### config.mk
export PLATFORM = sky130hd
export DESIGN_NAME = uart_tx_flat
export DESIGN_NICKNAME = d
export VERILOG_FILES = /design/src/rtl/uart_pkg.sv /design/src/rtl/uart_tx_if.sv /design/src/rtl/byte_fifo.sv /design/src/rtl/uart_tx.sv /design/src/flat_wrapper.sv
export SDC_FILE = /design/constraint.sdc
export NUM_CORES = 1
export LEC_CHECK = 0
export ABC_AREA = 1
export ABC_CLOCK_PERIOD_IN_PS = 3300
export CAP_MARGIN = 25
export CELL_PAD_IN_SITES_DETAIL_PLACEMENT = 1
export CELL_PAD_IN_SITES_GLOBAL_PLACEMENT = 1
export CORE_MARGIN = 2
export CORE_UTILIZATION = 45
export DETAILED_ROUTE_END_ITERATION = 10
export GPL_TIMING_DRIVEN = 0
export PLACE_DENSITY = 0.7
export SLEW_MARGIN = 20
export SYNTH_ARGS = -nofsm -noshare
export SYNTH_HDL_FRONTEND = slang
export SYNTH_HIERARCHICAL = 1
export SYNTH_SLANG_ARGS = --single-unit
### constraint.sdc
create_clock -name clk -period 3.3 [get_ports clk]
set_input_delay 0.495 -clock clk [delete_from_list [all_inputs] [get_ports clk]]
set_output_delay 0.495 -clock clk [all_outputs]
set_load 0.01 [all_outputs]
### src/rtl/uart_pkg.sv
// rtl/uart_pkg.sv - shared types and constants for the UART blocks
package uart_pkg;

    typedef enum logic [1:0] {
        IDLE  = 2'd0,
        START = 2'd1,
        DATA  = 2'd2,
        STOP  = 2'd3
    } uart_state_e;

    localparam int UART_DATA_BITS            = 8;
    localparam int UART_DEFAULT_CLKS_PER_BIT = 868;

endpackage

### src/rtl/uart_tx_if.sv
// rtl/uart_tx_if.sv - core-side byte port and status of the UART transmitter
interface uart_tx_if;
    import uart_pkg::*;

    logic [UART_DATA_BITS-1:0] uart;
    logic                      uart_we;
    logic                      txd;
    logic                      fifo_full;
    logic                      tx_busy;
    logic                      overflow;

    modport master (
        output uart, uart_we,
        input  txd, fifo_full, tx_busy, overflow
    );

    modport slave (
        input  uart, uart_we,
        output txd, fifo_full, tx_busy, overflow
    );
endinterface

### src/rtl/byte_fifo.sv
// rtl/byte_fifo.sv - power-of-two FIFO with registered full/empty flags
module byte_fifo #(
    parameter int DEPTH = 16,
    parameter int WIDTH = 8
) (
    input  logic                     clk,
    input  logic                     rstd,
    input  logic                     push,
    input  logic [WIDTH-1:0]         din,
    input  logic                     pop,
    output logic [WIDTH-1:0]         dout,
    output logic                     full,
    output logic                     empty,
    output logic [$clog2(DEPTH):0]   count
);
    localparam int AW = $clog2(DEPTH);

    logic [WIDTH-1:0] mem_q [DEPTH];
    logic [AW-1:0]    wr_ptr_q, wr_ptr_d;
    logic [AW-1:0]    rd_ptr_q, rd_ptr_d;
    logic [AW:0]      count_q, count_d;
    logic             full_q, full_d;
    logic             empty_q, empty_d;
    logic             do_push, do_pop;

    // A push into a full FIFO is legal when the head leaves in the same cycle.
    assign do_pop  = pop && (count_q != '0);
    assign do_push = push && ((count_q != (AW+1)'(DEPTH)) || do_pop);

    always_comb begin
        wr_ptr_d = wr_ptr_q;
        rd_ptr_d = rd_ptr_q;
        count_d  = count_q;
        if (do_push) wr_ptr_d = wr_ptr_q + 1'b1;
        if (do_pop)  rd_ptr_d = rd_ptr_q + 1'b1;
        if (do_push && !do_pop)      count_d = count_q + 1'b1;
        else if (!do_push && do_pop) count_d = count_q - 1'b1;
        full_d  = (count_d == (AW+1)'(DEPTH));
        empty_d = (count_d == '0);
    end

    always_ff @(posedge clk or negedge rstd) begin
        if (!rstd) begin
            wr_ptr_q <= '0;
            rd_ptr_q <= '0;
            count_q  <= '0;
            full_q   <= 1'b0;
            empty_q  <= 1'b1;
        end else begin
            wr_ptr_q <= wr_ptr_d;
            rd_ptr_q <= rd_ptr_d;
            count_q  <= count_d;
            full_q   <= full_d;
            empty_q  <= empty_d;
        end
    end

    always_ff @(posedge clk) begin
        if (do_push) mem_q[wr_ptr_q] <= din;
    end

    assign dout  = mem_q[rd_ptr_q];
    assign full  = full_q;
    assign empty = empty_q;
    assign count = count_q;
endmodule

### src/rtl/uart_tx.sv
// rtl/uart_tx.sv - buffered 8N1 serial transmitter
module uart_tx
    import uart_pkg::*;
#(
    parameter int CLKS_PER_BIT = UART_DEFAULT_CLKS_PER_BIT,
    parameter int FIFO_DEPTH   = 16
) (
    input  logic     clk,
    input  logic     rstd,
    uart_tx_if.slave bus
);
    localparam int CW = $clog2(CLKS_PER_BIT);
    localparam int AW = $clog2(FIFO_DEPTH);

    uart_state_e               state_q, state_d;
    logic [CW-1:0]             baud_q, baud_d;
    logic [2:0]                bit_q, bit_d;
    logic [UART_DATA_BITS-1:0] sh_q, sh_d;
    logic                      txd_q, txd_d;
    logic                      busy_q, busy_d;
    logic                      ovf_q, ovf_d;

    logic                      pop, push_ok, baud_tick;
    logic [UART_DATA_BITS-1:0] fifo_dout;
    logic                      fifo_full, fifo_empty;
    logic [AW:0]               fifo_count;

    byte_fifo #(.DEPTH(FIFO_DEPTH), .WIDTH(UART_DATA_BITS)) u_fifo (
        .clk   (clk),
        .rstd  (rstd),
        .push  (push_ok),
        .din   (bus.uart),
        .pop   (pop),
        .dout  (fifo_dout),
        .full  (fifo_full),
        .empty (fifo_empty),
        .count (fifo_count)
    );

    assign baud_tick = (baud_q == CW'(CLKS_PER_BIT - 1));

    // txd_d is the level of the bit that starts on this edge, so the line is a pure flop.
    always_comb begin
        state_d = state_q;
        baud_d  = baud_q;
        bit_d   = bit_q;
        sh_d    = sh_q;
        txd_d   = txd_q;
        pop     = 1'b0;
        case (state_q)
            IDLE: begin
                txd_d = 1'b1;
                if (!fifo_empty) begin
                    pop     = 1'b1;
                    sh_d    = fifo_dout;
                    baud_d  = '0;
                    state_d = START;
                    txd_d   = 1'b0;
                end
            end
            START: begin
                if (baud_tick) begin
                    baud_d  = '0;
                    bit_d   = '0;
                    state_d = DATA;
                    txd_d   = sh_q[0];
                end else begin
                    baud_d = baud_q + 1'b1;
                end
            end
            DATA: begin
                if (baud_tick) begin
                    baud_d = '0;
                    sh_d   = {1'b0, sh_q[UART_DATA_BITS-1:1]};
                    if (bit_q == 3'(UART_DATA_BITS - 1)) begin
                        state_d = STOP;
                        txd_d   = 1'b1;
                    end else begin
                        bit_d = bit_q + 1'b1;
                        txd_d = sh_q[1];
                    end
                end else begin
                    baud_d = baud_q + 1'b1;
                end
            end
            STOP: begin
                if (baud_tick) begin
                    baud_d = '0;
                    if (!fifo_empty) begin
                        pop     = 1'b1;
                        sh_d    = fifo_dout;
                        state_d = START;
                        txd_d   = 1'b0;
                    end else begin
                        state_d = IDLE;
                        txd_d   = 1'b1;
                    end
                end else begin
                    baud_d = baud_q + 1'b1;
                end
            end
            default: state_d = IDLE;
        endcase

        push_ok = bus.uart_we && ((fifo_count != (AW+1)'(FIFO_DEPTH)) || pop);
        ovf_d   = ovf_q || (bus.uart_we && !push_ok);
        busy_d  = (state_q != IDLE) || (fifo_count != '0);
    end

    always_ff @(posedge clk or negedge rstd) begin
        if (!rstd) begin
            state_q <= IDLE;
            baud_q  <= '0;
            bit_q   <= '0;
            sh_q    <= '0;
            txd_q   <= 1'b1;
            busy_q  <= 1'b0;
            ovf_q   <= 1'b0;
        end else begin
            state_q <= state_d;
            baud_q  <= baud_d;
            bit_q   <= bit_d;
            sh_q    <= sh_d;
            txd_q   <= txd_d;
            busy_q  <= busy_d;
            ovf_q   <= ovf_d;
        end
    end

    assign bus.txd       = txd_q;
    assign bus.fifo_full = fifo_full;
    assign bus.tx_busy   = busy_q;
    assign bus.overflow  = ovf_q;
endmodule

### src/flat_wrapper.sv
// flat-port wrapper written by rule: the top's interface ports become plain ports
module uart_tx_flat import uart_pkg::*;
#(
    parameter int CLKS_PER_BIT = UART_DEFAULT_CLKS_PER_BIT,
    parameter int FIFO_DEPTH   = 16
)
  (clk, rstd, bus_uart, bus_uart_we, bus_txd, bus_fifo_full, bus_tx_busy, bus_overflow);
  uart_tx_if bus_i ();
  input  logic clk;
  input  logic rstd;
  input wire logic [$bits(bus_i.uart)-1:0] bus_uart;
  input wire logic [$bits(bus_i.uart_we)-1:0] bus_uart_we;
  output wire logic [$bits(bus_i.txd)-1:0] bus_txd;
  output wire logic [$bits(bus_i.fifo_full)-1:0] bus_fifo_full;
  output wire logic [$bits(bus_i.tx_busy)-1:0] bus_tx_busy;
  output wire logic [$bits(bus_i.overflow)-1:0] bus_overflow;
  assign bus_i.uart = bus_uart;
  assign bus_i.uart_we = bus_uart_we;
  assign bus_txd = bus_i.txd;
  assign bus_fifo_full = bus_i.fifo_full;
  assign bus_tx_busy = bus_i.tx_busy;
  assign bus_overflow = bus_i.overflow;
  uart_tx #(.CLKS_PER_BIT(CLKS_PER_BIT), .FIFO_DEPTH(FIFO_DEPTH)) u_core (.clk(clk), .rstd(rstd), .bus(bus_i));
endmodule
==> impl_metrics.py <==
metrics = {
    "critical_path": {
        "worst_path_largest_cell_delay_ns": 0.64,
        "path_max_fanout": 8,
        "critical_path_class": "reg2reg",
        "cp_data_arrival_time_ns": 3.27,
        "slowest_stage": "sky130_fd_sc_hd__nor2_1",
        "critical_path.endpoint_type": "register",
        "crit_top_cell": "sky130_fd_sc_hd__nand2_1",
        "critPathTopFamily": "simple AND/OR/NAND/NOR gates",
        "worstPathCellList": "inv_1, ha_1, nor2_1, nand2_1, nand2_1, nor2_1, nand2_1, nand2_1, inv_1, nand2_1, nor2_1",
        "critical_path.startpoint_type": "register",
        "worstPathRequired_ns": 3.36,
        "cp_num_buf_inv": 2,
    },
    "floorplan": {
        "initial_core_util_pct": 46.0,
        "floorplan.die_area_sq_um": 17900,
        "floorplan.rows": 47,
        "chipHeight_um": 134,
        "floorplan.core_area_sq_um": 16500,
        "die_w_um": 134,
        "io_pins": 15,
    },
    "clock_network": {
        "cts_buffers": 17,
        "ctsLongestPathBuffers": 2,
        "clock_tree_from_tritoncts": "built",
        "htree_levels": 4,
        "clock_insertion_delay_worst_skew_ns": 0.43,
        "cts.sinks": 169,
        "clk_transition_reported_paths_ns": 0.07,
        "clockRootBuffer": "sky130_fd_sc_hd__clkbuf_16",
    },
    "global_routing": {
        "grtUsageTotal_pct": 23.4,
        "grt_max_degree": 30,
        "grt_first_pass_wirelength_um": 31200,
        "antenna_found_initial": 0,
        "grt_pass1_vias": 5647,
        "grt_ovf": 0,
    },
    "timing": {
        "worst_pin_slew_ns": 0.760,
        "max_transition_viols_final": 0,
        "report.final.setup_viol": 0,
        "finalCritPeriodShare_pct": 97.3,
        "timing_hold_violations_final": 0,
        "layout_min_cycle_time_ns": 3.21,
        "final.setup.tns_ns": 0,
        "final.setup_skew_ns": 0.0100,
        "fmaxAchievable_ghz": 0.311,
        "unrepaired_setup_endpoints_after_global_routing": "true",
        "maxSlewHeadroom_pct": 49.2,
    },
    "yosys": {
        "xor_and_xnor_fraction_of_the_mapped_netlist_area_pct": 1.38,
        "yosys_register_bits": 169,
        "yosys.area_share.simple_pct": 18.3,
        "netlist_top_cells_area": "sky130_fd_sc_hd__edfxtp_1, sky130_fd_sc_hd__dfrtp_1, sky130_fd_sc_hd__nand2_1",
        "yosys.area_share.adder_pct": 2.47,
        "yosysUniqueCellTypes": 37,
        "yosys.area.top_type_share_pct": 50.6,
        "ys_dominant_reg_cell": "sky130_fd_sc_hd__edfxtp_1",
        "synth_cells": 690,
        "async_flop_share_pct": 24.3,
        "synth_compound_gate_area_share_pct": 8.50,
        "post_synth.cell_area_avg_sq_um": 11.0,
        "synth-seq-area-share_pct": 64.1,
        "synth.net_count": 716,
        "netlist_area_sq_um": 7600,
        "synth-edff-count": 128,
        "synth-warning-count": 6,
        "yosys-mux-area-fraction_pct": 1.32,
        "synth_top_family_by_area": "simple AND/OR/NAND/NOR gates",
        "synth.largest_area_cell": "sky130_fd_sc_hd__edfxtp_1",
    },
    "drt": {
        "route.detailed.wl_per_inst_um": 20.5,
        "detail_route.drc_violations": 0,
        "detail_route.first_pass.iterations": 5,
        "starting_drt_drc_count": 335,
        "antenna_left": 0,
        "num_vias": 5296,
        "route.final.wire_length_um": 19600,
        "detail_route.vias_per_cell": 5.53,
    },
    "placement": {
        "dpl-instance-area_sq_um": 8030,
        "gpl.final_weighted_congestion": 0.830,
        "dp_hpwl_um": 14000,
        "dp.cells": 925,
        "port-buffer-count": 14,
    },
    "pwr": {
        "max-vdd-ir-drop_v": 0.000430,
        "power.static_leakage_nw": 3.34,
        "design_power_total_w": 0.00536,
        "power.density_nw_per_um2": 618,
    },
    "final_layout": {
        "area.growth.synth_to_final_pct": 14.1,
        "finalCoreUtilization_pct": 52.5,
        "final_layout_size_suffix_gt1_share_pct": 12.6,
        "layout_commonest_cell": "sky130_fd_sc_hd__edfxtp_1",
        "stdcell_area_sq_um": 8670,
        "design.final.nets": 751,
        "insertedDiodeCount": 0,
        "commonest_cells_after_routing_fill_and_taps_aside": "sky130_fd_sc_hd__edfxtp_1, sky130_fd_sc_hd__nand2_1, sky130_fd_sc_hd__nor2_1",
        "layoutNonFillerInstCount": 958,
    },
    "run_status": {
        "run_status": "complete, no violations",
    },
    "flow_run": {
        "cap_viol_max_count": 0,
    },
    "min_path": {
        "timing.hold.worst.class": "reg2reg",
    },
}
tightest hold or removal path, stage by stage, from the launching register on:
cell                      delay, ns
sky130_fd_sc_hd__dfrtp_1       0.35
sky130_fd_sc_hd__inv_1         0.04
sky130_fd_sc_hd__nand2_1       0.05
layer usage:
metal / vias up / GRT usage [%] / part of all wire (%)
met1: 2692 / 31.3 / 45
met2: 111 / 38.7 / 49
met5: - / 0 / 0
li1: 2470 / - / -
met4: 0 / 7.03 / 1.6
met3: 23 / 4.69 / 4.4
sequential cells by signal, indices dropped and copies added (netlist names), 2 cells and up:
register                flops
u_core/u_fifo/count         5
u_core/u_fifo/mem_q       128
u_core/state_q              2
u_core/sh_q                 8
u_core/u_fifo/rd_ptr_q      4
u_core/baud_q              10
u_core/bit_q                3
u_core/u_fifo/wr_ptr_q      4
worst paths after layout:
path / startpoint / endpoint / slack [ns] / cells after the start
worst max-delay path: u_core/state_q[0] / u_core/u_fifo/mem_q[8][6] / 0.09 / 11
min in group asynchronous: rstd / u_core/sh_q[6] / 0.53 / 2
max in group asynchronous: rstd / u_core/u_fifo/empty / 2.19 / 3
worst min-delay path: u_core/bus.overflow / u_core/bus.overflow / 0.47 / 2
worst min register to register: u_core/bus.overflow / u_core/bus.overflow / 0.47 / 2
worst max register to register: u_core/state_q[0] / u_core/u_fifo/mem_q[8][6] / 0.09 / 11
layout make-up:
cell class	instances	area [sq um]
tap	220	275
buffer	26	134
clock buffer	17	425
timing repair buffer	16	165
inverter	42	160
fill	1751	7850
multi-input combinational	453	2480
clock inverter	15	156
sequential	169	4870
cells in the mapped netlist (2+ instances only):
master and instances:
sky130_fd_sc_hd__dfstp_2 2, sky130_fd_sc_hd__nand2_2 8, sky130_fd_sc_hd__nand2_1 124, sky130_fd_sc_hd__nand2_4 4
sky130_fd_sc_hd__nor2_2 6, sky130_fd_sc_hd__buf_2 8, sky130_fd_sc_hd__nand3_4 2, sky130_fd_sc_hd__buf_4 5
sky130_fd_sc_hd__nor2_4 3, sky130_fd_sc_hd__clkbuf_1 12, sky130_fd_sc_hd__nor2_1 106, sky130_fd_sc_hd__edfxtp_1 128
sky130_fd_sc_hd__mux2i_1 10, sky130_fd_sc_hd__inv_2 4, sky130_fd_sc_hd__o21ai_0 63, sky130_fd_sc_hd__o21bai_1 2
sky130_fd_sc_hd__xor2_1 11, sky130_fd_sc_hd__o221ai_1 10, sky130_fd_sc_hd__nand3_1 44, sky130_fd_sc_hd__o21ai_1 4
sky130_fd_sc_hd__nand4_1 8, sky130_fd_sc_hd__ha_1 15, sky130_fd_sc_hd__inv_1 36, sky130_fd_sc_hd__o22ai_1 2
sky130_fd_sc_hd__dfrtp_1 39, sky130_fd_sc_hd__o211ai_1 23
cells by family after synthesis:
family | after synthesis
muxes | 10
adders and majority gates | 15
AOI/OAI and AO/OA | 106
DFF | 169
and+or+nand+nor | 310
buffers and inverters | 68
xor gates and xnor gates | 12
where the power goes:
group          internal, W  switching, W
logic             0.000216      0.000541
clock network      0.00107      0.000899
registers          0.00252      0.000107
what timing repair did:
action | CTS | global route
gates resized for setup | 0 | 17
setup buffers | 0 | 0
hold endpoints to repair | 12 | 0
hold buffers | 1 | 0
setup endpoints to repair | 0 | 128
through the flow:
| step | hold slack [ns] | setup WS (ns) |
|---|---|---|
| after detailed placement | 0.445 | 0.0731 |
| after CTS | 0.473 | 0.0493 |
| after global placement | 0.453 | 0.117 |
| after floorplan | 0.199 | 0.898 |
| after global routing | 0.492 | -0.243 |
| final | 0.474 | 0.0886 |
Power figures use the tool's default switching activity.
